## config.mk

```make
export PLATFORM = sky130hd
export DESIGN_NAME = uart_tx_frame_gen
export DESIGN_NICKNAME = d
export VERILOG_FILES = /design/src/rtl/uart_tx_frame_gen.sv
export SDC_FILE = /design/constraint.sdc
export NUM_CORES = 1
export LEC_CHECK = 0
export CAP_MARGIN = 20
export CORE_MARGIN = 4
export CORE_UTILIZATION = 39
export DETAILED_ROUTE_END_ITERATION = 8
export GPL_ROUTABILITY_DRIVEN = 0
export GPL_TIMING_DRIVEN = 1
export PLACE_DENSITY_LB_ADDON = 0.3
export SLEW_MARGIN = 0
export SYNTH_ARGS = -nofsm -noshare
export SYNTH_HDL_FRONTEND = slang
export SYNTH_SLANG_ARGS = --single-unit
```

## constraint.sdc

```tcl
create_clock -name clk -period 8.7 [get_ports clk]
set_clock_uncertainty 0.05 [all_clocks]
set_input_delay 1.74 -clock clk [delete_from_list [all_inputs] [get_ports clk]]
set_output_delay 1.74 -clock clk [all_outputs]
set_load 0.02 [all_outputs]
```

## src/rtl/uart_tx_frame_gen.sv

```systemverilog
// uart_tx_frame_gen
//   UART transmitter with a runtime-programmable bit period, 5..8 data bits,
//   optional even/odd parity and one or two stop bits. A frame request is
//   accepted only while idle; data and framing configuration are captured at
//   the acceptance edge, so upstream logic may change them freely afterwards.
//
// Ports
//   clk         system clock
//   rst         asynchronous, active-low reset
//   tx_start    frame request, sampled only while busy = 0
//   tx_data     payload byte, sent LSB first (bits above the data length ignored)
//   div_cfg     clock cycles per bit; 0 selects DEF_DIV, small values clamp to MIN_DIV
//   data_bits   00=5, 01=6, 10=7, 11=8 data bits
//   parity_en   append a parity bit
//   parity_odd  0 = even parity, 1 = odd parity
//   stop2       0 = one stop bit, 1 = two stop bits
//   tx          serial line, idle high, driven straight from a flop
//   busy        high from the acceptance edge until the frame ends
//   done        one-cycle pulse when the final stop bit completes
//   bit_idx     current frame bit: 0=start, 1..N=data, then parity, then stop(s)
//
// state    | meaning
// ---------+-----------------------------------------------------------
// S_IDLE   | line high, bit timer held at 0, waiting for tx_start
// S_START  | driving the start bit (tx=0)
// S_DATA   | shifting out data bits LSB first
// S_PARITY | driving the precomputed parity bit
// S_STOP   | driving stop bit(s); the last one returns to S_IDLE

module uart_tx_frame_gen #(
   parameter int DIV_W   = 16,
   parameter int DEF_DIV = 5208,
   parameter int MIN_DIV = 2
) (
   input  logic             clk,
   input  logic             rst,
   input  logic             tx_start,
   input  logic [7:0]       tx_data,
   input  logic [DIV_W-1:0] div_cfg,
   input  logic [1:0]       data_bits,
   input  logic             parity_en,
   input  logic             parity_odd,
   input  logic             stop2,
   output logic             tx,
   output logic             busy,
   output logic             done,
   output logic [3:0]       bit_idx
);

   typedef enum logic [2:0] {
      S_IDLE,
      S_START,
      S_DATA,
      S_PARITY,
      S_STOP
   } state_t;

   state_t           state;
   logic [DIV_W-1:0] div_eff;
   logic [DIV_W-1:0] div_q;
   logic [DIV_W-1:0] cnt;
   logic [7:0]       data_mask;
   logic [7:0]       shift_q;
   logic             par_in;
   logic             par_q;
   logic             par_en_q;
   logic [3:0]       last_data_idx;
   logic [3:0]       last_idx;
   logic [3:0]       last_data_q;
   logic [3:0]       last_q;
   logic             bit_end;

   // Effective divisor and frame shape, evaluated from the live inputs and
   // only captured at the acceptance edge.
   always_comb begin
      div_eff = div_cfg;
      if (div_cfg == '0) begin
         div_eff = DIV_W'(DEF_DIV);
      end else if (div_cfg < DIV_W'(MIN_DIV)) begin
         div_eff = DIV_W'(MIN_DIV);
      end

      data_mask = 8'hFF;
      case (data_bits)
         2'b00:   data_mask = 8'h1F;
         2'b01:   data_mask = 8'h3F;
         2'b10:   data_mask = 8'h7F;
         default: data_mask = 8'hFF;
      endcase

      par_in        = (^(tx_data & data_mask)) ^ parity_odd;
      last_data_idx = 4'd5 + {2'b00, data_bits};
      last_idx      = last_data_idx + {3'b000, parity_en} + 4'd1 + {3'b000, stop2};
   end

   // Bit boundary: the counter has spent div_q cycles in the current bit.
   assign bit_end = (cnt == (div_q - DIV_W'(1)));

   always_ff @(posedge clk or negedge rst) begin
      if (!rst) begin
         state       <= S_IDLE;
         tx          <= 1'b1;
         busy        <= 1'b0;
         done        <= 1'b0;
         bit_idx     <= 4'd0;
         cnt         <= '0;
         div_q       <= '0;
         shift_q     <= 8'h00;
         par_q       <= 1'b0;
         par_en_q    <= 1'b0;
         last_data_q <= 4'd0;
         last_q      <= 4'd0;
      end else begin
         done <= 1'b0;
         case (state)
            S_IDLE: begin
               cnt <= '0;
               if (tx_start) begin
                  div_q       <= div_eff;
                  shift_q     <= tx_data;
                  par_q       <= par_in;
                  par_en_q    <= parity_en;
                  last_data_q <= last_data_idx;
                  last_q      <= last_idx;
                  state       <= S_START;
                  tx          <= 1'b0;
                  busy        <= 1'b1;
                  bit_idx     <= 4'd0;
               end
            end

            S_START, S_DATA, S_PARITY, S_STOP: begin
               if (!bit_end) begin
                  cnt <= cnt + DIV_W'(1);
               end else begin
                  cnt     <= '0;
                  bit_idx <= bit_idx + 4'd1;
                  case (state)
                     S_START: begin
                        state   <= S_DATA;
                        tx      <= shift_q[0];
                        shift_q <= shift_q >> 1;
                     end
                     S_DATA: begin
                        if (bit_idx != last_data_q) begin
                           tx      <= shift_q[0];
                           shift_q <= shift_q >> 1;
                        end else if (par_en_q) begin
                           state <= S_PARITY;
                           tx    <= par_q;
                        end else begin
                           state <= S_STOP;
                           tx    <= 1'b1;
                        end
                     end
                     S_PARITY: begin
                        state <= S_STOP;
                        tx    <= 1'b1;
                     end
                     default: begin
                        tx <= 1'b1;
                        if (bit_idx == last_q) begin
                           state   <= S_IDLE;
                           busy    <= 1'b0;
                           done    <= 1'b1;
                           bit_idx <= 4'd0;
                        end
                     end
                  endcase
               end
            end

            default: begin
               state <= S_IDLE;
               tx    <= 1'b1;
               busy  <= 1'b0;
               cnt   <= '0;
            end
         endcase
      end
   end

endmodule
```

==> flow_summary.yaml, run 1 <==
run_status:
  status: "complete, no violations"
sta:
  fin_crit_ns: 3.440
  clock.fmax_ghz: 0.2907
  tightest_slew_ns: 0.8890
  hold_viol: 0
  max_slew_margin_pct: 40.53
  drv_slew: 0
  rsz0062_at_grt: "no"
  holdWs_ns: 0.4353
  fin_tns_setup_ns: 0
  finalSetupViolCount: 0
  period_share_pct: 39.54
clocking:
  ctsRootBufferMaster: "clkbuf_8"
  holdBufCountCts: 0
  numClockSinks: 60
  ctsResizeCount: 0
  path_clk_slew_ns: 0.07
  htreeDepth: 3
  cts_buffers: 9
  clock_path_buffers: 2
  clkLatencyLatePin_ns: 0.34
  cts_tree: "yes"
  post_cts_buffers: 0
pwr:
  leakage_nw: 1.905
  report.power.total_mw: 1.120
  power_density_nw_per_um2: 261.3
  ir_drop_mv: 0.1089
finish:
  fin_area_um2: 4285
  fin_util_pct: 48.43
  area_delta_synth_final_pct: 19.30
  drive_gt1_share_pct: 9.677
  diodes: 0
  finalNetCount: 472
  nFillCells: 855
synth:
  synthFlopType: "dfrtp_1"
  ys_seq_elements: 60
  synthesis.area_um2: 3592
  synthTopCellsByCount: "nand2_1, dfrtp_1, nor2_1, xnor2_1, o21ai_0"
  synth_area_leaders: "dfrtp_1, xnor2_1, nand2_1"
  syn_inst: 392
  synth_edf_count: 0
  avgSynthCellArea_um2: 9.164
  synth_top_area_share_pct: 41.10
  synth_cell_types: 48
  syn_nets: 434
  ys_seq_area_share_pct: 41.83
  yosys.area.top_type: "dfrtp_1"
  async_flop_share_pct: 100.0
  ys_warn_count: 0
  yosysMostFrequentCell: "nand2_1"
global_routing:
  gr-total-overflow: 0
  grt_pass1_wl_um: 13340
  grt_use_total_pct: 15.07
  grt_max_degree: 61
  grt_pass1_vias: 2799
  antenna_found_initial: 0
worst_setup_path:
  worstPathRequired_ns: 8.88
  crit_arrival_ns: 3.62
  cp_slowest_cell: "dfrtp_1"
  crit_buf_inv: 2
  critPathMaxStageDelay_ns: 0.45
  crit_family: "compound AO/OA/AOI/OAI gates"
  critPathMaxFanout: 11
  worstSetupEndpointType: "flip-flop"
  crit_chain: "inv_1 -> ha_1 -> nand2b_1 -> a2bb2oi_1 -> o2111ai_1 -> or3_1 -> nor4_2 -> o2111ai_1 -> buf_4 -> a21o_1 -> a21o_1 -> mux2_4"
  critPathKind: "reg -> reg"
  worst_setup_path_start_kind: "flip-flop"
floorplanning:
  core_area_um2: 8848
  die_area_um2: 10810
  die_h_um: 104.0
  ios: 39
  num_rows: 34
  start_util_pct: 40.60
  dieWidth_um: 104.0
placement:
  portBuffers: 38
  dp_hpwl_um: 5751
  place_area_um2: 4061
routing:
  dr.pass1.iters: 4
  wl_per_cell_um: 14.37
  drt-initial-drc-count: 83
  viasPerCell: 5.142
  wl_um: 7788
  routed-via-count: 2787
  drcViolationCount: 0
  ant_nets: 0
worst_hold_path:
  hold_path_class: "reg -> reg"
run:
  maxCapViolations: 0
[cell families after synthesis]
| kind of cell | after synthesis | synth area share [%] |
|---|---|---|
| flops | 60 | 41.83 |
| simple gates | 164 | 21.87 |
| compound gates | 54 | 9.230 |
| xor+xnor | 56 | 13.65 |
| mux | 18 | 6.270 |
| fa+ha+maj | 10 | 3.692 |
| buf+inv | 30 | 3.448 |
[power by group]
group / leakage [nW] / switching (mW) / total [mW] / internal [mW]
combinational: 1.04 / 0.165 / 0.360 / 0.196
clock: 0.111 / 0.109 / 0.284 / 0.175
sequential: 0.751 / 0.108 / 0.476 / 0.368
[metrics by stage]
stage | instances | setup slack, ns
2_1_floorplan | 392 | 5.690
3_3_place_gp | 527 | 5.083
3_5_place_dp | 527 | 5.018
4_1_cts | 542 | 5.267
5_1_grt | 542 | 4.979
6_report | 542 | 5.260
[registers in the layout, indices dropped and copies added, names as in the netlist]
name         cells
bit_idx          4
busy             1
cnt             16
div_q           16
done             1
last_data_q      4
last_q           4
par_en_q         1
par_q            1
shift_q          8
state            3
tx               1
[cells in the final DEF (no fill, tap or decap), drive strengths merged, types with 2 or more instances in the layout]
| cell type | n |
|---|---|
| or4 | 3 |
| a211oi | 2 |
| a22o | 2 |
| nand4 | 4 |
| ha | 9 |
| a31oi | 2 |
| nor3 | 5 |
| mux2i | 3 |
| a21oi | 7 |
| dfrtp | 59 |
| nor2b | 5 |
| nand2b | 5 |
| mux2 | 15 |
| or3 | 2 |
| nor2 | 35 |
| nand2 | 66 |
| nor4 | 10 |
| and3 | 6 |
| clkbuf | 11 |
| nand3 | 15 |
| a2bb2oi | 2 |
| o21ai | 27 |
| inv | 16 |
| clkdlybuf4s50 | 37 |
| bufinv | 2 |
| a21o | 3 |
| o2111ai | 2 |
| o21a | 2 |
| or2 | 3 |
| xnor2 | 35 |
| xor2 | 21 |
| buf | 4 |
[layer usage]
| layer | track usage [%] | routed length (um) |
|---|---|---|
| met5 | 0 | 0 |
| met4 | 5.603 | 164 |
| met3 | 3.849 | 248 |
| met2 | 25.49 | 3839 |
| met1 | 18.51 | 3535 |
[path summary, 6_finish.rpt]
| path | start | endpoint | slack, ns | cells after the start |
|---|---|---|---|---|
| setup / recovery | div_q[0]$_DFFE_PN0P_ | shift_q[3]$_DFFE_PN0P_ | 5.26 | 12 |
| hold / removal | par_q$_DFFE_PN0P_ | par_q$_DFFE_PN0P_ | 0.44 | 2 |
| setup reg to reg | div_q[0]$_DFFE_PN0P_ | shift_q[3]$_DFFE_PN0P_ | 5.26 | 12 |
| hold reg to reg | par_q$_DFFE_PN0P_ | par_q$_DFFE_PN0P_ | 0.44 | 2 |
| max in group asynchronous | rst | cnt[12]$_DFF_PN0_ | 6.59 | 2 |
| min in group asynchronous | rst | cnt[9]$_DFF_PN0_ | 1.50 | 2 |
[cell type report]
| cell class | count | area (um^2) | area share, % |
|---|---|---|---|
| Sequential cell | 60 | 1503 | 35.07 |
| Tap cell | 108 | 135.1 | 3.153 |
| Inverter | 16 | 60.06 | 1.401 |
| Timing Repair Buffer | 41 | 397.9 | 9.285 |
| Clock buffer | 11 | 151.4 | 3.533 |
| Multi-Input combinational cell | 302 | 1966 | 45.87 |
| Clock inverter | 4 | 72.57 | 1.693 |
[worst min-delay path: stages, from the launching register on]
cell     delay [ns]
dfrtp_1        0.34
nand2_1        0.05
o21ai_0        0.06
Power figures use the tool's default switching activity.
==> run 2: changes to the inputs <==
clock period = 3 ns   (was 8.7 ns; I/O delays follow)
==> flow_summary.yaml, run 2 (synthesis results as in run 1) <==
run_status:
  status: "complete, no violations"
finish:
  final_common_cell: "nand2_1"
  final_cell_mix: "nand2_1, dfrtp_1, clkdlybuf4s50_1, nor2_1, xnor2_1"
  fin_util_pct: 50.45
  largest_registers: "cnt: 16 flops, div_q: 16 flops, shift_q: 8 flops"
  finalNetCount: 494
  diodes: 0
  fin_area_um2: 4464
  drive_gt1_share_pct: 14.66
  layoutNonFillerInstCount: 565
  area_delta_synth_final_pct: 24.28
routing:
  drt-initial-drc-count: 101
  routed-wl-met3_um: 347
  highest_layer: "met4"
  viasPerCell: 5.140
  wl_per_cell_um: 14.37
  wl_um: 8120
  drcViolationCount: 0
  ant_nets: 0
  route.met2.wl_um: 4176
  wirelength_met1_um: 3430
  dr.pass1.iters: 4
  routed-via-count: 2904
pwr:
  leakage_nw: 2.011
  power_density_nw_per_um2: 742.3
  ir_drop_mv: 0.3712
  switchingPower_mw: 1.153
  swShare_pct: 34.79
  p_seq_share_pct: 39.8
  internal_power_mw: 2.161
  clkPwrFrac_pct: 22.5
  combPwrFrac_pct: 37.8
global_routing:
  grt_use_total_pct: 15.68
  grt_pass1_wl_um: 13770
  antenna_found_initial: 0
  gr-total-overflow: 0
  grt_max_degree: 32
  grt_pass1_vias: 2957
placement:
  dp_hpwl_um: 6214
  place_area_um2: 4239
  portBuffers: 38
  dp_cells: 549
clocking:
  cts_buffers: 9
  htreeDepth: 3
  ctsResizeCount: 0
  ctsRootBufferMaster: "clkbuf_8"
  holdBufCountCts: 0
  clkLatencyLatePin_ns: 0.35
  post_cts_buffers: 0
  clock_path_buffers: 2
  path_clk_slew_ns: 0.07
  cts_tree: "yes"
  numClockSinks: 60
worst_setup_path:
  worstPathRequired_ns: 3.19
  worstSetupEndpointType: "flip-flop"
  worst_setup_path_start_kind: "flip-flop"
  setup.worst_path.start: "div_q[7]$_DFFE_PN0P_"
  critPathMaxFanout: 8
  crit_arrival_ns: 3.03
  r2r-start: "div_q[7]$_DFFE_PN0P_"
  critPathKind: "reg -> reg"
sta:
  finalSetupViolCount: 0
  clock.fmax_ghz: 0.3514
  rsz0062_at_grt: "no"
  drv_slew: 0
  hold_viol: 0
  tightest_slew_ns: 0.7086
  period_share_pct: 94.87
  fin_crit_ns: 2.846
  max_slew_margin_pct: 52.59
  fin_tns_setup_ns: 0
run:
  maxCapViolations: 0
floorplanning:
  num_rows: 34
  ios: 39
  start_util_pct: 40.60
  dieWidth_um: 104.0
  core_area_um2: 8848
  die_h_um: 104.0
  die_area_um2: 10810
worst_hold_path:
  hold_path_class: "in -> async"
==> run 2: cell types whose count changed in the layout (fill, tap and decap cells not counted), moves of 2 or more <==
cell and change:
clkbuf_1 +3, nor4_1 -2, buf_4 +21, nor4_2 +2
==> run 2: power by group through the flow <==
| stage | clock [mW] | sequential [mW] | combinational, mW |
|---|---|---|---|
| after detailed placement | 0 | 1.33 | 1.24 |
| after CTS | 0.762 | 1.32 | 1.25 |
| final | 0.744 | 1.32 | 1.25 |
| after global routing | 0.795 | 1.36 | 1.40 |
| after global placement | 0 | 1.32 | 1.21 |
| after floorplan | 0 | 1.32 | 0.819 |
==> run 2: metal layers <==
layer  global-route usage [%]  up-vias
met5                        0        -
met4                    5.698        0
met3                    3.911       16
met2                    27.39       57
met1                    18.65     1384
li1                         -     1447
==> run 2: area by class of cell <==
class                           count  area (um^2)
Inverter                           16        60.06
Clock inverter                      2        35.03
Fill cell                         845         4384
Multi-Input combinational cell    302         1993
Tap cell                          108        135.1
Timing Repair Buffer               63        575.6
Sequential cell                    60         1503
Clock buffer                       14        162.7
==> run 2: through the flow <==
| stage | worst slack (ns) | power, mW | hold WS, ns |
|---|---|---|---|
| after floorplan | 0.1554 | 2.136 | 0.2544 |
| after global placement | 0.07547 | 2.532 | 0.4196 |
| after detailed placement | 0.006906 | 2.573 | 0.4347 |
| after CTS | 0.004105 | 3.329 | 0.1012 |
| after global routing | 0.002309 | 3.554 | 0.1073 |
| final | 0.1539 | 3.314 | 0.1027 |
==> run 2: path summary, 6_finish.rpt <==
check,endpoint,slack [ns],cells past startpoint
worst min register to register,par_q$_DFFE_PN0P_,0.45,2
worst max register to register,shift_q[0]$_DFFE_PN0P_,0.15,9
worst min-delay path,bit_idx[2]$_DFFE_PN0P_,0.10,1
min in group clk,par_q$_DFFE_PN0P_,0.45,2
max in group asynchronous,tx$_DFFE_PN1P_,2.05,2
worst max-delay path,shift_q[0]$_DFFE_PN0P_,0.15,9
==> run 2: critical path, stage by stage, from the launching register on <==
cell and delay (ns):
dfrtp_1 0.37, or4_1 0.60, nor4_4 0.27, xor2_1 0.11, o31a_1 0.29, o31ai_2 0.07, o2111ai_2 0.18, a21o_1 0.20
a21o_4 0.27, mux2_4 0.31
==> run 3: changes to the inputs <==
CAP_MARGIN = not set   (was 20)
==> results of run 3 <==
Same layout as run 2: the final DEF is identical, and so are final timing and power.
